[config.mk]
export PLATFORM = sky130hd
export DESIGN_NAME = acq_carrier_mixer_acc
export DESIGN_NICKNAME = d
export VERILOG_FILES = /design/src/rtl/acq_carrier_mixer_acc.sv
export SDC_FILE = /design/constraint.sdc
export NUM_CORES = 1
export LEC_CHECK = 0
export CORE_ASPECT_RATIO = 1.5
export CORE_UTILIZATION = 61
export DETAILED_ROUTE_END_ITERATION = 8
export PLACE_DENSITY = 0.91
export SLEW_MARGIN = 10
export SYNTH_ARGS = -nofsm -noshare
export SYNTH_HDL_FRONTEND = slang
export SYNTH_SLANG_ARGS = --single-unit
export TNS_END_PERCENT = 20
[constraint.sdc]
create_clock -name clk -period 5 [get_ports clk]
set_input_delay 0.75 -clock clk [delete_from_list [all_inputs] [get_ports clk]]
set_output_delay 0.75 -clock clk [all_outputs]
set_load 0.02 [all_outputs]
[src/rtl/acq_carrier_mixer_acc.sv]
// Carrier wipe-off (x conj carrier) and coherent I/Q accumulation with per-interval dump.
// Define ACQ_MIX_SAT_EN for saturating additions with a sticky ovf flag; otherwise sums wrap.
module acq_carrier_mixer_acc #(
  parameter int unsigned IN_WIDTH  = 4,
  parameter int unsigned ACC_WIDTH = 16,
  parameter int unsigned LEN_WIDTH = 10
) (
  input  logic                        clk,
  input  logic                        reset,
  input  logic                        en,
  input  logic signed [IN_WIDTH-1:0]  sample_in,
  input  logic                        sample_valid,
  input  logic signed [2:0]           sin,
  input  logic signed [2:0]           cos,
  input  logic        [LEN_WIDTH-1:0] acc_len,
  output logic signed [ACC_WIDTH-1:0] i_out,
  output logic signed [ACC_WIDTH-1:0] q_out,
  output logic                        out_valid,
  output logic                        ovf
);

  localparam int unsigned PW = IN_WIDTH + 3;

  typedef enum logic {ST_IDLE, ST_ACC} state_t;

  state_t                      state;
  logic                        pv_q;
  logic signed [PW-1:0]        p_i_q, p_q_q;
  logic signed [ACC_WIDTH-1:0] acc_i, acc_q;
  logic        [LEN_WIDTH-1:0] cnt, len_q;

  logic signed [PW-1:0]        mul_i_c, mul_q_c;
  logic signed [ACC_WIDTH-1:0] ext_i_c, ext_q_c, sum_i_c, sum_q_c;
  logic                        clip_i_c, clip_q_c;

  // Mix with the conjugate carrier: I = s*cos, Q = -(s*sin)
  assign mul_i_c = PW'(sample_in) * PW'(cos);
  assign mul_q_c = -(PW'(sample_in) * PW'(sin));

  assign ext_i_c = ACC_WIDTH'(p_i_q);
  assign ext_q_c = ACC_WIDTH'(p_q_q);

`ifdef ACQ_MIX_SAT_EN
  localparam logic signed [ACC_WIDTH-1:0] SAT_MAX = {1'b0, {(ACC_WIDTH-1){1'b1}}};
  localparam logic signed [ACC_WIDTH-1:0] SAT_MIN = {1'b1, {(ACC_WIDTH-1){1'b0}}};

  // Returns {clipped, result}; one guard bit detects signed overflow
  function automatic logic [ACC_WIDTH:0] add_f(input logic signed [ACC_WIDTH-1:0] a,
                                               input logic signed [ACC_WIDTH-1:0] b);
    logic [ACC_WIDTH:0] full;
    full = {a[ACC_WIDTH-1], a} + {b[ACC_WIDTH-1], b};
    if (full[ACC_WIDTH] != full[ACC_WIDTH-1]) begin
      return {1'b1, (full[ACC_WIDTH] ? SAT_MIN : SAT_MAX)};
    end
    return {1'b0, full[ACC_WIDTH-1:0]};
  endfunction
`else
  function automatic logic [ACC_WIDTH:0] add_f(input logic signed [ACC_WIDTH-1:0] a,
                                               input logic signed [ACC_WIDTH-1:0] b);
    return {1'b0, a + b};
  endfunction
`endif

  assign {clip_i_c, sum_i_c} = add_f(acc_i, ext_i_c);
  assign {clip_q_c, sum_q_c} = add_f(acc_q, ext_q_c);

  // Stage 1 product capture, stage 2 accumulate/dump, IDLE/ACC control
  always_ff @(posedge clk or posedge reset) begin
    if (reset) begin
      state     <= ST_IDLE;
      pv_q      <= 1'b0;
      p_i_q     <= '0;
      p_q_q     <= '0;
      acc_i     <= '0;
      acc_q     <= '0;
      cnt       <= '0;
      len_q     <= '0;
      i_out     <= '0;
      q_out     <= '0;
      out_valid <= 1'b0;
      ovf       <= 1'b0;
    end else begin
      out_valid <= 1'b0;
      pv_q      <= en & sample_valid;
      if (en && sample_valid) begin
        p_i_q <= mul_i_c;
        p_q_q <= mul_q_c;
      end
      case (state)
        ST_IDLE: begin
          if (en) begin
            state <= ST_ACC;
            len_q <= acc_len;
            cnt   <= '0;
            acc_i <= '0;
            acc_q <= '0;
            ovf   <= 1'b0;
          end
        end
        ST_ACC: begin
          if (!en) begin
            // Partial interval is dropped; the outputs keep the last dump
            state <= ST_IDLE;
            cnt   <= '0;
            acc_i <= '0;
            acc_q <= '0;
          end else if (pv_q) begin
            if (cnt == len_q) begin
              i_out     <= sum_i_c;
              q_out     <= sum_q_c;
              out_valid <= 1'b1;
              acc_i     <= '0;
              acc_q     <= '0;
              cnt       <= '0;
              len_q     <= acc_len;
            end else begin
              acc_i <= sum_i_c;
              acc_q <= sum_q_c;
              cnt   <= cnt + LEN_WIDTH'(1);
            end
            if (clip_i_c || clip_q_c) begin
              ovf <= 1'b1;
            end
          end
        end
        default: state <= ST_IDLE;
      endcase
    end
  end

endmodule

==> results.cfg, run 1 <==
[floorplanning]
die-height_um = 125.3
initial_core_util = 0.6343
rows = 44
die-area_mm2 = 0.01055
fp.dieW_um = 84.19
boundaryPins = 58
core-area_mm2 = 0.009744

[cells_and_area]
fillers = 664
synthToLayoutAreaGrowth_pct = 15.47
diodes = 0
design_area_mm2 = 0.007137
fin_cells = 786
drive_above_1_share = 0.08942
final_common_cell = dfrtp_1
fin_nets = 753
final_cell_mix = dfrtp_1, nand2_1, clkdlybuf4s50_1, ha_1, o21ai_0

[logic_synthesis]
ys_seq_area_frac = 0.4089
ys_warn_count = 0
postSynthAreaPerCell_um2 = 10.02
synth.distinct_cells = 55
syn_inst = 617
synthArstFlopShare = 1.000
synthFlopType = dfrtp_1
synth_edf_count = 0
syn_nets = 704
yosys_register_bits = 101
syn_area_mm2 = 0.006181

[power]
peakVddDrop_uv = 177.2
p_leak_nw = 3.370
p_total_w = 0.002448
p_per_area_mw_per_mm2 = 343.1

[worst_setup_path]
cpPeakStageDelay_ns = 0.51
r2r_end = acc_i[15]
crit_fanout = 6
critical_path_class = in -> reg
crit_required_ns = 5.20
crit_family = adder cells
critPathMostFrequentCell = inv_1
cp-end-kind = register
start_kind = input pin
rrSetupSlack_ns = 2.14
crit_arrival_ns = 3.79
path_cells = clkdlybuf4s50_1, and2_1, ha_1, fa_1, inv_1, ha_1, inv_1, fa_1, inv_1, a21o_1, a21oi_1, xor2_1, xnor2_1, o21ai_0
r2r_start = p_i_q[6]
rr_worst_depth = 8
slowest_stage = fa_1
path_buf_inv = 4

[timing]
tightest_slew_ns = 1.133
slew_headroom = 0.2442
rsz0062_at_grt = false
clock_skew_ns = 0.007586
hold_viol_final = 0
fmax_mhz = 278.5
setup_violations = 0
fin_crit_sh = 0.7182
fin_setup_tns_ns = 0
period_needed_ns = 3.591
whs_ns = 0.4717
final_max_slew_viol_count = 0

[min_path]
min_to = i_out[3]
min_path_cells = 2
hold_class = reg -> reg
min_from = i_out[3]

[clock_tree]
clock_path_buffers = 2
htreeDepth = 3
path_clk_slew_ns = 0.07
cts_tree = built
post_cts_resized = 0
cts_buffers = 9
post_cts_buffers = 0
holdBufCountCts = 0
clock_sinks = 101
clock_latency_ns = 0.35
cts-root-buf = clkbuf_16

[detailed_routing]
drtAntennaViolNets = 0
drt_pass1_iterations = 7
drc = 14
wl_per_cell_um = 17.78
avgViaCountPerCell = 6.234
first_iter_violations = 375
vias = 4900
drt-total-wl_um = 13980

[placed_design]
dp_hpwl_um = 9706
port_buffers = 56
gp_congestion = 0.9386
place_inst = 770
place_area_mm2 = 0.006824

[grt]
grt_first_pass_wirelength_um = 23680
grt_max_degree = 74
grt_overflow_total = 0
antenna_found_initial = 0
grt_pass1_vias = 5124
grt_use_total = 0.2830

[outcome]
status = finished, violations left
violations = design-rule violations

[flow_run]
drv_cap = 0
[power by group]
part           internal [W]  switching (W)
combinational      0.000319       0.000443
clock              0.000428       0.000293
sequential         0.000888      0.0000776
total               0.00163       0.000813
[per-stage QoR]
stage          setup slack (ns)    util
4_1_cts                   1.417  0.7324
3_5_place_dp              1.056  0.7003
6_report                  1.409  0.7324
3_3_place_gp              1.216  0.7003
5_1_grt                   1.209  0.7324
2_1_floorplan             1.603       -
[cell families (layout without fill, tap and decap cells)]
kind of cell,after synthesis,in the layout,share of synthesized area
flops,101,101,0.4089
mux,23,23,0.04251
simple gates,176,176,0.1330
buf+inv,55,109,0.03583
other cells,1,1,0.0006067
fa+ha+maj,63,63,0.1409
compound gates,147,147,0.1660
xor+xnor,51,51,0.07227
[worst min-delay path, delay by kind of cell, from the launching register on]
| kind | cells | cell delay [ns] |
|---|---|---|
| DFF | 1 | 0.34 |
| and+or+nand+nor | 2 | 0.10 |
[synthesized netlist by cell type (14+ instances only)]
cell type | n | area [um2]
clkbuf_1 | 14 | 52.55
nand2_1 | 88 | 330.3
a22o_1 | 19 | 166.4
xnor2_1 | 31 | 271.5
o21ai_0 | 45 | 225.2
a21oi_1 | 25 | 125.1
xor2_1 | 20 | 175.2
inv_1 | 33 | 123.9
ha_1 | 52 | 650.6
nor2_1 | 23 | 86.33
dfrtp_1 | 101 | 2527
mux2_2 | 22 | 247.7
[worst max path at each step]
| stage | start | end | slack [ns] | cells after the start |
|---|---|---|---|---|
| 2_1_floorplan | reset | acc_i[0] | 1.60 | 1 |
| 3_3_place_gp | sample_in[2] | p_q_q[6] | 1.22 | 14 |
| 3_5_place_dp | sample_in[2] | p_q_q[6] | 1.06 | 14 |
| 4_1_cts | sample_in[2] | p_q_q[6] | 1.42 | 14 |
| 5_1_grt | sample_in[2] | p_q_q[6] | 1.21 | 14 |
| 6_report | sample_in[2] | p_q_q[6] | 1.41 | 14 |
[final cells by class]
cell class	instances	area [um2]	area share
Clock buffer	13	270.3	0.03787
Clock inverter	3	42.54	0.005961
Inverter	33	126.4	0.01771
Multi-Input combinational cell	461	3436	0.4814
Sequential cell	101	2527	0.3541
Tap cell	115	143.9	0.02016
Timing Repair Buffer	60	590.6	0.08275
[state kept, by name (all words and copies together), names as in the netlist]
| signal | flops |
|---|---|
| acc_i | 16 |
| acc_q | 16 |
| cnt | 10 |
| i_out | 16 |
| len_q | 10 |
| out_valid | 1 |
| p_i_q | 7 |
| p_q_q | 7 |
| pv_q | 1 |
| q_out | 16 |
| state | 1 |
[per-layer routing]
metal | vias to the layer above | global-route usage | routed length (um)
met4 | 0 | 0.1359 | 442
met5 | - | 0 | 0
li1 | 2263 | - | -
met3 | 37 | 0.05413 | 738
met1 | 2422 | 0.3230 | 5327
met2 | 178 | 0.5048 | 7469
Power figures use the tool's default switching activity.
==> inputs of run 2 (changes only) <==
--- a/config.mk
+++ b/config.mk
@@ -6,9 +6,9 @@
 export NUM_CORES = 1
 export LEC_CHECK = 0
 export CORE_ASPECT_RATIO = 1.5
-export CORE_UTILIZATION = 61
+export CORE_UTILIZATION = 58
 export DETAILED_ROUTE_END_ITERATION = 8
-export PLACE_DENSITY = 0.91
+export PLACE_DENSITY = 0.88
 export SLEW_MARGIN = 10
 export SYNTH_ARGS = -nofsm -noshare
 export SYNTH_HDL_FRONTEND = slang
==> constraint.sdc (replaced) <==
create_clock -name clk -period 3.5 [get_ports clk]
set_input_delay 0.525 -clock clk [delete_from_list [all_inputs] [get_ports clk]]
set_output_delay 0.525 -clock clk [all_outputs]
set_load 0.02 [all_outputs]
==> run 2 against run 1 <==
  * The flow now finishes without violations
  * Sequential share of layout area down 0.42 points
  * Power up 41%
  * First-iteration DRC count down 27%
  * Clock skew up 0.00081 ns
  * Largest cell class unchanged
  * Wire length down 5.4%
  * Critical path type unchanged
  * Sequential power up 43%
  * Highest routed layer unchanged
==> results.cfg, run 2 (synthesized netlist as in run 1, its figures left out) <==
[outcome]
status = completed

[detailed_routing]
dr.max_layer_used = met4
vias = 4724
drt_pass1_iterations = 4
drc = 0
dr_wl_met3_um = 533
avgViaCountPerCell = 5.768
drtAntennaViolNets = 0
wl_per_cell_um = 16.15
routedLengthMet1_um = 5338
wl_met2_um = 6960
drt-total-wl_um = 13230
first_iter_violations = 275

[worst_setup_path]
slowest_stage = fa_1
crit_required_ns = 3.70
cpPeakStageDelay_ns = 0.51
path_cells = clkdlybuf4s50_1, and2_1, ha_1, fa_1, inv_1, ha_1, inv_1, fa_1, inv_1, a21o_1, a21oi_1, xor2_1, xnor2_1, o21ai_0
cp-end-kind = register
critPathMostFrequentCell = inv_1
start_kind = input pin
cp-startpoint = sin[1]
critical_path_class = in -> reg
crit_fanout = 3
r2r_start = p_i_q[6]
crit_arrival_ns = 3.44

[flow_run]
drv_cap = 0

[power]
clockPowerShare = 0.282
power_switching_w = 0.001143
comb_power_share = 0.319
power.share.switching = 0.3314
p_leak_nw = 3.415
p_per_area_mw_per_mm2 = 477.4
peakVddDrop_uv = 256.5
p_int_w = 0.002305
seqPwrFrac = 0.399

[cells_and_area]
final_common_cell = dfrtp_1
diodes = 0
fin_util = 0.7049
drive_above_1_share = 0.09882
synthToLayoutAreaGrowth_pct = 16.86
fin_nets = 762
fillers = 747
final_cell_mix = dfrtp_1, nand2_1, clkdlybuf4s50_1, ha_1, o21ai_0
design_area_mm2 = 0.007223

[clock_tree]
cts-root-buf = clkbuf_16
holdBufCountCts = 0
clock_path_buffers = 2
clock_latency_ns = 0.35
post_cts_buffers = 0
clock_sinks = 101
path_clk_slew_ns = 0.06
htreeDepth = 3
cts_tree = built
cts_buffers = 9

[placed_design]
dp_hpwl_um = 9535
gp_congestion = 0.9050
place_area_mm2 = 0.006937
port_buffers = 56

[timing]
tightest_slew_ns = 0.7879
fmax_mhz = 308.9
setup_violations = 0
slew_headroom = 0.4747
clock_skew_ns = 0.008394
period_needed_ns = 3.237
hold_viol_final = 0
fin_crit_sh = 0.9249
final_max_slew_viol_count = 0
rsz0062_at_grt = false

[floorplanning]
die-height_um = 128.4
boundaryPins = 58
rows = 45
core-area_mm2 = 0.01025
fp.dieW_um = 86.29
initial_core_util = 0.6032
die-area_mm2 = 0.01108

[grt]
grt_use_total = 0.2580
grt_first_pass_wirelength_um = 22160
grt_overflow_total = 0
grt_pass1_vias = 4823
antenna_found_initial = 0
grt_max_degree = 64

[min_path]
hold_class = reg -> reg
min_from = i_out[3]
run 2: cell types whose count changed in the layout (fill, tap and decap cells not counted), sizes merged:
cell           change
clkbuf             -1
clkinvlp           -1
buf                +9
dlymetal6s2s       +1
clkdlybuf4s50      -1
run 2: cell type report:
type	instances	area (um2)	area share
clock buffers	12	246.5	0.03412
clock inverters	2	35.03	0.004850
inverters	33	126.4	0.01750
multi-input cells	461	3438	0.4760
flip-flops and latches	101	2527	0.3499
well taps	141	176.4	0.02442
repair buffers	69	673.1	0.09319
run 2: worst paths after layout:
path / end / slack [ns] / cells after the start
setup / recovery: p_q_q[6] / 0.26 / 14
max in group asynchronous: i_out[0] / 2.14 / 3
min in group asynchronous: acc_q[12] / 0.67 / 2
hold / removal: i_out[3] / 0.47 / 2
setup reg to reg: acc_i[15] / 0.73 / 8
hold reg to reg: i_out[3] / 0.47 / 2
run 2: per-layer routing:
metal / vias to the layer above / track usage
met3: 31 / 0.04490
met1: 2294 / 0.2951
met2: 120 / 0.4580
met4: 0 / 0.1333
li1: 2279 / -
met5: - / 0
run 2: metrics by stage:
step	setup slack [ns]	total power [W]	hold WS (ns)	std cells	TNS, ns
after floorplan	0.3279	0.002186	0.4526	617	0
after global placement	-0.0008191	0.002405	0.4521	805	-0.0008191
after detailed placement	-0.1655	0.002471	0.4639	805	-0.2712
after CTS	0.1997	0.003462	0.4768	819	0
after global routing	0.01144	0.003643	0.4991	819	0
final	0.2628	0.003448	0.4678	819	0
run 2: critical path: cells and delay by family:
family / cells / cell delay [ns]
adders and majority gates: 4 / 1.55
and+or+nand+nor: 1 / 0.17
xor gates and xnor gates: 2 / 0.32
AOI/OAI and AO/OA: 3 / 0.26
buffers and inverters: 4 / 0.62
run 2: power groups by stage:
| stage | Combinational [W] | Clock [W] | Sequential (W) |
|---|---|---|---|
| floorplan | 0.000815 | 0 | 0.00137 |
| global placement | 0.00102 | 0 | 0.00139 |
| global route | 0.00122 | 0.00103 | 0.00139 |
| finish | 0.00110 | 0.000974 | 0.00138 |
| detailed placement | 0.00108 | 0 | 0.00139 |
| CTS | 0.00110 | 0.000990 | 0.00137 |
run 2: timing repair:
action	CTS	global route
setup endpoints to repair	0	1
endpoints found under the hold margin	0	0
resized for setup	0	2
